<file path="config.mk">
export PLATFORM = sky130hd
export DESIGN_NAME = canny_frame_sequencer
export DESIGN_NICKNAME = d
export VERILOG_FILES = /design/src/rtl/canny_pkg.sv /design/src/rtl/canny_raster_counter.sv /design/src/rtl/canny_frame_sequencer.sv
export SDC_FILE = /design/constraint.sdc
export NUM_CORES = 1
export LEC_CHECK = 0
export ABC_AREA = 1
export CAP_MARGIN = 20
export CORE_ASPECT_RATIO = 0.75
export CORE_MARGIN = 5
export CORE_UTILIZATION = 50
export DETAILED_ROUTE_END_ITERATION = 16
export GPL_TIMING_DRIVEN = 0
export PLACE_DENSITY_LB_ADDON = 0.15
export SLEW_MARGIN = 5
export SYNTH_ARGS = -nofsm -noshare
export SYNTH_HDL_FRONTEND = slang
export SYNTH_SLANG_ARGS = --single-unit
</file>
<file path="constraint.sdc">
create_clock -name clk -period 7.84 [get_ports clk]
set_input_delay 1.96 -clock clk [delete_from_list [all_inputs] [get_ports clk]]
set_output_delay 1.96 -clock clk [all_outputs]
set_load 0.01 [all_outputs]
</file>
<file path="src/rtl/canny_pkg.sv">
// rtl/canny_pkg.sv - shared types and constants for the Canny frame sequencer
package canny_pkg;

    localparam int PIX_CNT_W = 22;
    localparam int DIM_W     = 11;

    typedef enum logic [2:0] {
        IDLE,
        CLEAR,
        STREAM,
        DRAIN,
        DONE
    } seq_state_t;

    localparam logic [1:0] ERR_OK  = 2'b00;
    localparam logic [1:0] ERR_CFG = 2'b01;
    localparam logic [1:0] ERR_TMO = 2'b10;

    // Number of full 3x3 windows a frame of iw x ih pixels produces.
    function automatic logic [PIX_CNT_W-1:0] window_count(input logic [DIM_W-1:0] iw,
                                                          input logic [DIM_W-1:0] ih);
        logic [PIX_CNT_W-1:0] w;
        logic [PIX_CNT_W-1:0] h;
        w = PIX_CNT_W'(iw) - PIX_CNT_W'(2);
        h = PIX_CNT_W'(ih) - PIX_CNT_W'(2);
        return w * h;
    endfunction

endpackage

</file>
<file path="src/rtl/canny_raster_counter.sv">
// rtl/canny_raster_counter.sv - column/row raster position with end-of-line gap timer
module canny_raster_counter
    import canny_pkg::*;
#(
    parameter int LINE_GAP = 2
) (
    input  logic             clk,
    input  logic             rst,
    input  logic             clear,
    input  logic             accept,
    input  logic [DIM_W-1:0] iw,
    input  logic [DIM_W-1:0] ih,
    output logic             last,
    output logic             gap
);

    localparam int GAP_W = 4;

    logic [DIM_W-1:0] col;
    logic [DIM_W-1:0] row;
    logic [GAP_W-1:0] gap_cnt;
    logic             col_end;

    assign col_end = (col == iw - DIM_W'(1));
    assign last    = col_end && (row == ih - DIM_W'(1));
    assign gap     = (gap_cnt != '0);

    always_ff @(posedge clk) begin
        if (rst || clear) begin
            col     <= '0;
            row     <= '0;
            gap_cnt <= '0;
        end else begin
            if (gap_cnt != '0) begin
                gap_cnt <= gap_cnt - GAP_W'(1);
            end
            if (accept) begin
                if (col_end) begin
                    col <= '0;
                    row <= row + DIM_W'(1);
                    // The final row needs no gap; the frame drains instead.
                    if (!last) begin
                        gap_cnt <= GAP_W'(LINE_GAP);
                    end
                end else begin
                    col <= col + DIM_W'(1);
                end
            end
        end
    end

endmodule

</file>
<file path="src/rtl/canny_frame_sequencer.sv">
// rtl/canny_frame_sequencer.sv - frame controller pacing pixels into the 3x3 window buffer
module canny_frame_sequencer
    import canny_pkg::*;
#(
    parameter int DATAWID   = 40,
    parameter int CLR_CYC   = 4,
    parameter int LINE_GAP  = 2,
    parameter int DRAIN_TMO = 4096,
    parameter int MAX_DIM   = 1024
) (
    input  logic               clk,
    input  logic               rst,
    input  logic               start,
    input  logic [DIM_W-1:0]   cfg_iw,
    input  logic [DIM_W-1:0]   cfg_ih,
    input  logic               src_valid,
    input  logic [DATAWID-1:0] src_data,
    output logic               src_ready,
    output logic               buf_rst,
    output logic               buf_din_valid,
    output logic [DATAWID-1:0] buf_din,
    output logic [DIM_W-1:0]   buf_iw,
    output logic [DIM_W-1:0]   buf_ih,
    input  logic               buf_dout_valid,
    output logic               busy,
    output logic               done,
    output logic [1:0]         err
);

    localparam int CYC_W = $clog2(DRAIN_TMO + 1);

    seq_state_t           state;
    seq_state_t           state_nxt;
    logic [CYC_W-1:0]     cyc_cnt;
    logic [PIX_CNT_W-1:0] out_cnt;
    logic [PIX_CNT_W-1:0] out_cnt_nxt;
    logic [PIX_CNT_W-1:0] target;
    logic                 last_pix;
    logic                 in_gap;
    logic                 accept;
    logic                 cfg_ok;
    logic                 drain_hit;
    logic                 drain_tmo;

    assign cfg_ok = (cfg_iw >= DIM_W'(3)) && (cfg_iw <= DIM_W'(MAX_DIM)) &&
                    (cfg_ih >= DIM_W'(3)) && (cfg_ih <= DIM_W'(MAX_DIM));
    assign accept = src_valid && src_ready;

    // Saturating at the target keeps a spurious extra strobe from skipping the match.
    assign out_cnt_nxt = ((state == STREAM || state == DRAIN) && buf_dout_valid && out_cnt != target)
                         ? out_cnt + PIX_CNT_W'(1) : out_cnt;

    // Completion looks at the next count so done follows the last window by one cycle.
    assign drain_hit = (state == DRAIN) && (out_cnt_nxt == target);
    assign drain_tmo = (state == DRAIN) && !drain_hit && (cyc_cnt == CYC_W'(DRAIN_TMO - 1));

    canny_raster_counter #(
        .LINE_GAP(LINE_GAP)
    ) u_raster (
        .clk   (clk),
        .rst   (rst),
        .clear (state == IDLE),
        .accept(accept),
        .iw    (buf_iw),
        .ih    (buf_ih),
        .last  (last_pix),
        .gap   (in_gap)
    );

    always_ff @(posedge clk) begin
        if (rst) begin
            state <= IDLE;
        end else begin
            state <= state_nxt;
        end
    end

    always_comb begin
        state_nxt = state;
        src_ready = 1'b0;
        busy      = (state != IDLE);
        done      = 1'b0;
        case (state)
            IDLE: begin
                if (start) begin
                    state_nxt = cfg_ok ? CLEAR : DONE;
                end
            end
            CLEAR: begin
                if (cyc_cnt == CYC_W'(CLR_CYC - 1)) begin
                    state_nxt = STREAM;
                end
            end
            STREAM: begin
                src_ready = !in_gap;
                if (src_valid && !in_gap && last_pix) begin
                    state_nxt = DRAIN;
                end
            end
            DRAIN: begin
                if (drain_hit || drain_tmo) begin
                    state_nxt = DONE;
                end
            end
            DONE: begin
                done      = 1'b1;
                state_nxt = IDLE;
            end
            default: state_nxt = IDLE;
        endcase
    end

    always_ff @(posedge clk) begin
        if (rst) begin
            cyc_cnt       <= '0;
            out_cnt       <= '0;
            target        <= '0;
            buf_rst       <= 1'b1;
            buf_din_valid <= 1'b0;
            buf_din       <= '0;
            buf_iw        <= '0;
            buf_ih        <= '0;
            err           <= ERR_OK;
        end else begin
            // One shared dwell counter, restarted on every state change.
            cyc_cnt       <= (state_nxt != state) ? '0 : cyc_cnt + CYC_W'(1);
            out_cnt       <= out_cnt_nxt;
            buf_rst       <= (state_nxt == CLEAR);
            buf_din_valid <= accept;
            if (accept) begin
                buf_din <= src_data;
            end
            if (state == IDLE && start) begin
                buf_iw  <= cfg_iw;
                buf_ih  <= cfg_ih;
                target  <= window_count(cfg_iw, cfg_ih);
                out_cnt <= '0;
                err     <= cfg_ok ? ERR_OK : ERR_CFG;
            end
            if (drain_tmo) begin
                err <= ERR_TMO;
            end
        end
    end

endmodule

</file>
## Word-level counts from Yosys, hierarchy flattened

Cells that the tools add are included.

- Input port bits: 67
- Bits in registers: 152
- Output and inout bits: 69
- Logic and storage cells: 83

- Multiplexer cells: 17
- $lt $le $gt $ge: 4
- Reduce and logical (&&, ||, !) cells: 26
- Multiply operators: 1
- Equality and inequality tests: 12
- Add/sub/neg operators: 9

Operators by type and width:

| operator | number |
|---|---|
| subtractor 11 x 2 -> 12 bit (second input constant) | 2 |
| adder 11 x 1 -> 11 bit (second input constant) | 2 |
| adder 22 x 1 -> 22 bit (second input constant) | 1 |
| equality test 11 bit | 2 |
| equality test 22 bit | 1 |
| greater-or-equal comparator 11 x 2 -> 1 bit (second input constant) | 2 |
| less-or-equal comparator 11 bit (second input constant) | 2 |
| multiplier 12 x 12 -> 22 bit | 1 |
| two-way mux 22 bit | 1 |
| != test 22 bit | 1 |
| subtractor 11 x 1 -> 11 bit (second input constant) | 2 |
| two-way mux 4 bit | 4 |
| two-way mux 3 bit | 5 |
| adder 13 x 1 -> 13 bit (second input constant) | 1 |
| equality test 13 x 12 -> 1 bit (second input constant) | 1 |
| equality test 13 x 2 -> 1 bit (second input constant) | 1 |
| logical AND 1 bit | 13 |
| case mux 3 bit (4 select lines) | 1 |
| two-way mux 11 bit | 1 |
| equality test 3 x 1 -> 1 bit (second input constant) | 2 |
| equality test 3 x 2 -> 1 bit (second input constant) | 2 |
| OR reduction 2 bit | 3 |
| two-way mux 2 bit | 2 |
| nonzero test 4 bit | 1 |
| 10 further kinds | 15 |

## Depth between registers and ports, before layout

- Depth after elaboration: 15
- Gate-level depth with buffers: 33
- Gate-level depth less buffers: 33

## Hierarchy

From an unflattened synthesis, not the netlist that was laid out.

- Cell total of the unflattened synthesis: 1986
- Area total of the unflattened synthesis: 13805.7 um^2

Modules (own cells, without submodules):

| module | area an instance (um^2) | cells an instance | instances |
|---|---|---|---|
| canny_frame_sequencer | 11363.4 | 1593 | 1 |
| canny_raster_counter | 2442.3 | 393 | 1 |

## Least setup slack after synthesis

Ideal clock, no wire load.

- Kind: input to register
- From: input port cfg_ih[1]
- To: register target[18]
- Arrival time: 7.704 ns
- Required time: 7.713 ns
- Stages on the path: 30
- Setup time: 0.127 ns
- Setup slack: 0.010 ns
- Buffers on the path: 1
- Cells stage by stage: inv_1 clkbuf_1 ha_1 nand2_1 nor2_1 nand2_1 nor3_1 nand3_1 inv_1 nand2_1 fa_1 fa_1 inv_1 fa_1 fa_1 inv_1 fa_1 inv_1 ha_1 nand2_1 o21ai_0 nand2_1 nand2_1 a21oi_1 o21ai_0 nand3_1 nand2_1 a21oi_1 o21ai_0 o21ai_0

- Word-level cells in the longest chain between the ends: 2

RTL lines:

| element | line | RTL |
|---|---|---|
| from (decl) | canny_frame_sequencer.sv:15 | `input logic [DIM_W-1:0] cfg_ih,` |
| subtractor 11 x 2 -> 12 bit | canny_pkg.sv:25 | `h = PIX_CNT_W'(ih) - PIX_CNT_W'(2);` |
| multiplier 12 x 12 -> 22 bit | canny_pkg.sv:26 | `return w * h;` |
| to (signal assigned) | canny_frame_sequencer.sv:136 | `target <= window_count(cfg_iw, cfg_ih);` |
| to (decl) | canny_frame_sequencer.sv:37 | `logic [PIX_CNT_W-1:0] target;` |

Every way passes these cells.
A chain may end at the register's enable or synchronous reset.

## Worst setup path in the final report

- From: input port cfg_ih[4]
- To: register target[15]

The elaborated chain is that of the path after synthesis.

==> metrics.cfg <==
[power]
power_frac_seq_pct = 21.4
worst_ir_drop_vdd_mv = 0.444
p_clk_share_pct = 21.9
power_mw = 3.99
internal_power_mw = 2.23
p_sw_share_pct = 44.2
p_comb_share_pct = 56.7
power.density_nw_per_um2 = 249
p_leak_nw = 7.10
p_switching_mw = 1.76

[synth]
synth_area_per_cell_sq_um = 7.12
synth.distinct_cells = 47
yosysSeqAreaShare_pct = 23.0
synth_fp_nets = 2113
syn_inst = 1859
synth_edf_count = 0
synth_seq_cells = 152
async_flop_share_pct = 0
syn_area_sq_um = 13200
yosysWarnings = 0
synth_ff_type = dfxtp_1

[placement]
post_dp_cell_area_sq_um = 15000
dp_hpwl_um = 30600
port_buffers = 133
gp_congestion = 0.947

[route]
drt_pass1_iterations = 5
drc_errors = 0
wirelength_um = 37700
vias_per_cell = 5.21
drtIter0Drc = 913
vias = 12400
drtAntennaViolNets = 0
wl_per_cell_um = 15.8

[timing]
fmax_ghz = 0.131
hold_viol = 0
finalSetupViolCount = 0
slew_headroom_pct = 49.9
maxSlewViolCount = 0
fin_skew_ns = 0.0135
post-route-period-util_pct = 97.1
tightest_slew_ns = 0.752
fin_crit_ns = 7.61

[worst_setup_path]
critPathTopFamily = adder cells
end_kind = register
crit_fanout = 9
critPathRequiredTime_ns = 8.15
slowest_delay_ns = 0.56
path_class = in2reg
cp_num_buf_inv = 5
crit_slowest_cell = fa_1
setup.worst_path.start_class = primary input
cp.arrival_ns = 7.92
cp_common_cell = fa_1

[die]
initial_utilization_pct = 50.9
fp.coreArea_sq_um = 26000
ios = 136
fp.dieW_um = 198
die_height_um = 151
fp-row-count = 51
die_area_sq_um = 29900

[layout]
final_common_cell = nand2_1
final_cell_mix = nand2_1 (392), inv_1 (310), nor2_1 (283)
fin_nets = 2283
drive_above_1_share_pct = 8.92
fin_area_sq_um = 16100
area_delta_synth_final_pct = 21.2
antennaDiodeCount = 0

[grt]
grt_pass1_wl_um = 60900
gr-total-overflow = 0
antenna_found_initial = 0
met2_usage_pct = 40.2
grt_pass1_vias = 12100
met1_usage_pct = 35.8
grt.total_usage_pct = 25.4
grt_max_degree = 17
grtUsageMet3_pct = 5.14
busiest_layer = met2

[flow_run]
cap_violations = 0

[clock_network]
cts_root_buffer = clkbuf_16
insertion_delay_ns = 0.43
cts_tree = done
clockBufferDepth = 2
numCtsBuffers = 17
cts-htree-levels = 4
path_clk_slew_ns = 0.07
clkSinkCount = 152

[status]
status = finished clean

[hold_path]
holdCritPathClass = reg2reg

==> layer usage <==
layer	share of wire, %	routed length (um)
met1	46	17300
met3	8.2	3100
met2	44	16500
met4	1.9	720
met5	0	0
==> final timing paths <==
path,from,to,slack [ns],depth (start not counted)
setup reg to reg,out_cnt[0],cyc_cnt[9],4.24,20
hold reg to reg,cyc_cnt[0],cyc_cnt[0],0.45,1
setup / recovery,cfg_ih[4],target[15],0.23,26
hold / removal,cyc_cnt[0],cyc_cnt[0],0.45,1
==> registers in the layout, summed over array words and instances (netlist names) <==
signal / count
buf_din_valid: 1
out_cnt: 22
state: 3
buf_iw: 11
buf_rst: 1
buf_din: 40
err: 2
buf_ih: 11
u_raster.gap_cnt: 4
u_raster.row: 11
target: 22
u_raster.col: 11
cyc_cnt: 13
==> Yosys cell counts, types with 21 or more instances <==
| master | number | area share, % |
|---|---|---|
| ha_1 | 59 | 5.6 |
| fa_1 | 128 | 19 |
| nor2_1 | 293 | 8.3 |
| clkbuf_1 | 34 | 0.96 |
| inv_1 | 328 | 9.3 |
| nor3_1 | 21 | 0.79 |
| dfxtp_1 | 152 | 23 |
| nand2_1 | 398 | 11 |
| nand3_1 | 83 | 3.1 |
| xor2_1 | 65 | 4.3 |
| xnor2_1 | 21 | 1.4 |
| o21ai_0 | 87 | 3.3 |
| nand4_1 | 21 | 0.99 |
| a21oi_1 | 41 | 1.5 |
==> stage by stage <==
step                      setup TNS [ns]  worst slack [ns]  cells  utilization [%]  hold WS (ns)
after floorplan                        0           0.00963   1859                -         0.418
after global placement            -15.60             -1.90   2336             57.6         0.429
after detailed placement          -16.20             -1.89   2336             57.6         0.444
after CTS                         -0.194           -0.0779   2371             60.4         0.457
after global routing              -0.149           -0.0701   2385             61.7         0.481
final                                  0             0.229   2385             61.7         0.454
==> final cells by class <==
class | instances | area (sq um)
multi-input cells | 1324 | 8980
clock inverters | 14 | 186
flip-flops and latches | 152 | 3040
inverters | 343 | 1300
fillers | 2408 | 9980
clock buffers | 17 | 425
repair buffers | 152 | 1470
plain buffers | 39 | 213
well taps | 344 | 430
==> what timing repair did <==
action / in CTS / in global routing
setup buffers: 5 / 13
endpoints found under the setup margin: 13 / 9
gates resized for setup: 26 / 83
pin swaps: 2 / 19
hold buffers: 0 / 0
cloned: 0 / 1
==> power by group through the flow <==
stage                     Clock [mW]  Combinational [mW]  Sequential, mW
after detailed placement           0                1.97           0.873
after CTS                      0.887                2.00           0.855
after global placement             0                1.93           0.871
final                          0.873                2.26           0.856
after global routing           0.917                2.58           0.861
after floorplan                    0                1.49           0.864
==> cells by family after synthesis <==
kind of cell,Yosys count,share of synthesized area (%)
simple gates,879,28.0
buf+inv,383,11.2
fa+ha+maj,187,24.9
compound gates,172,7.21
flops,152,23.0
xor+xnor,86,5.69
No activity file was read; power rests on OpenSTA's default activity.
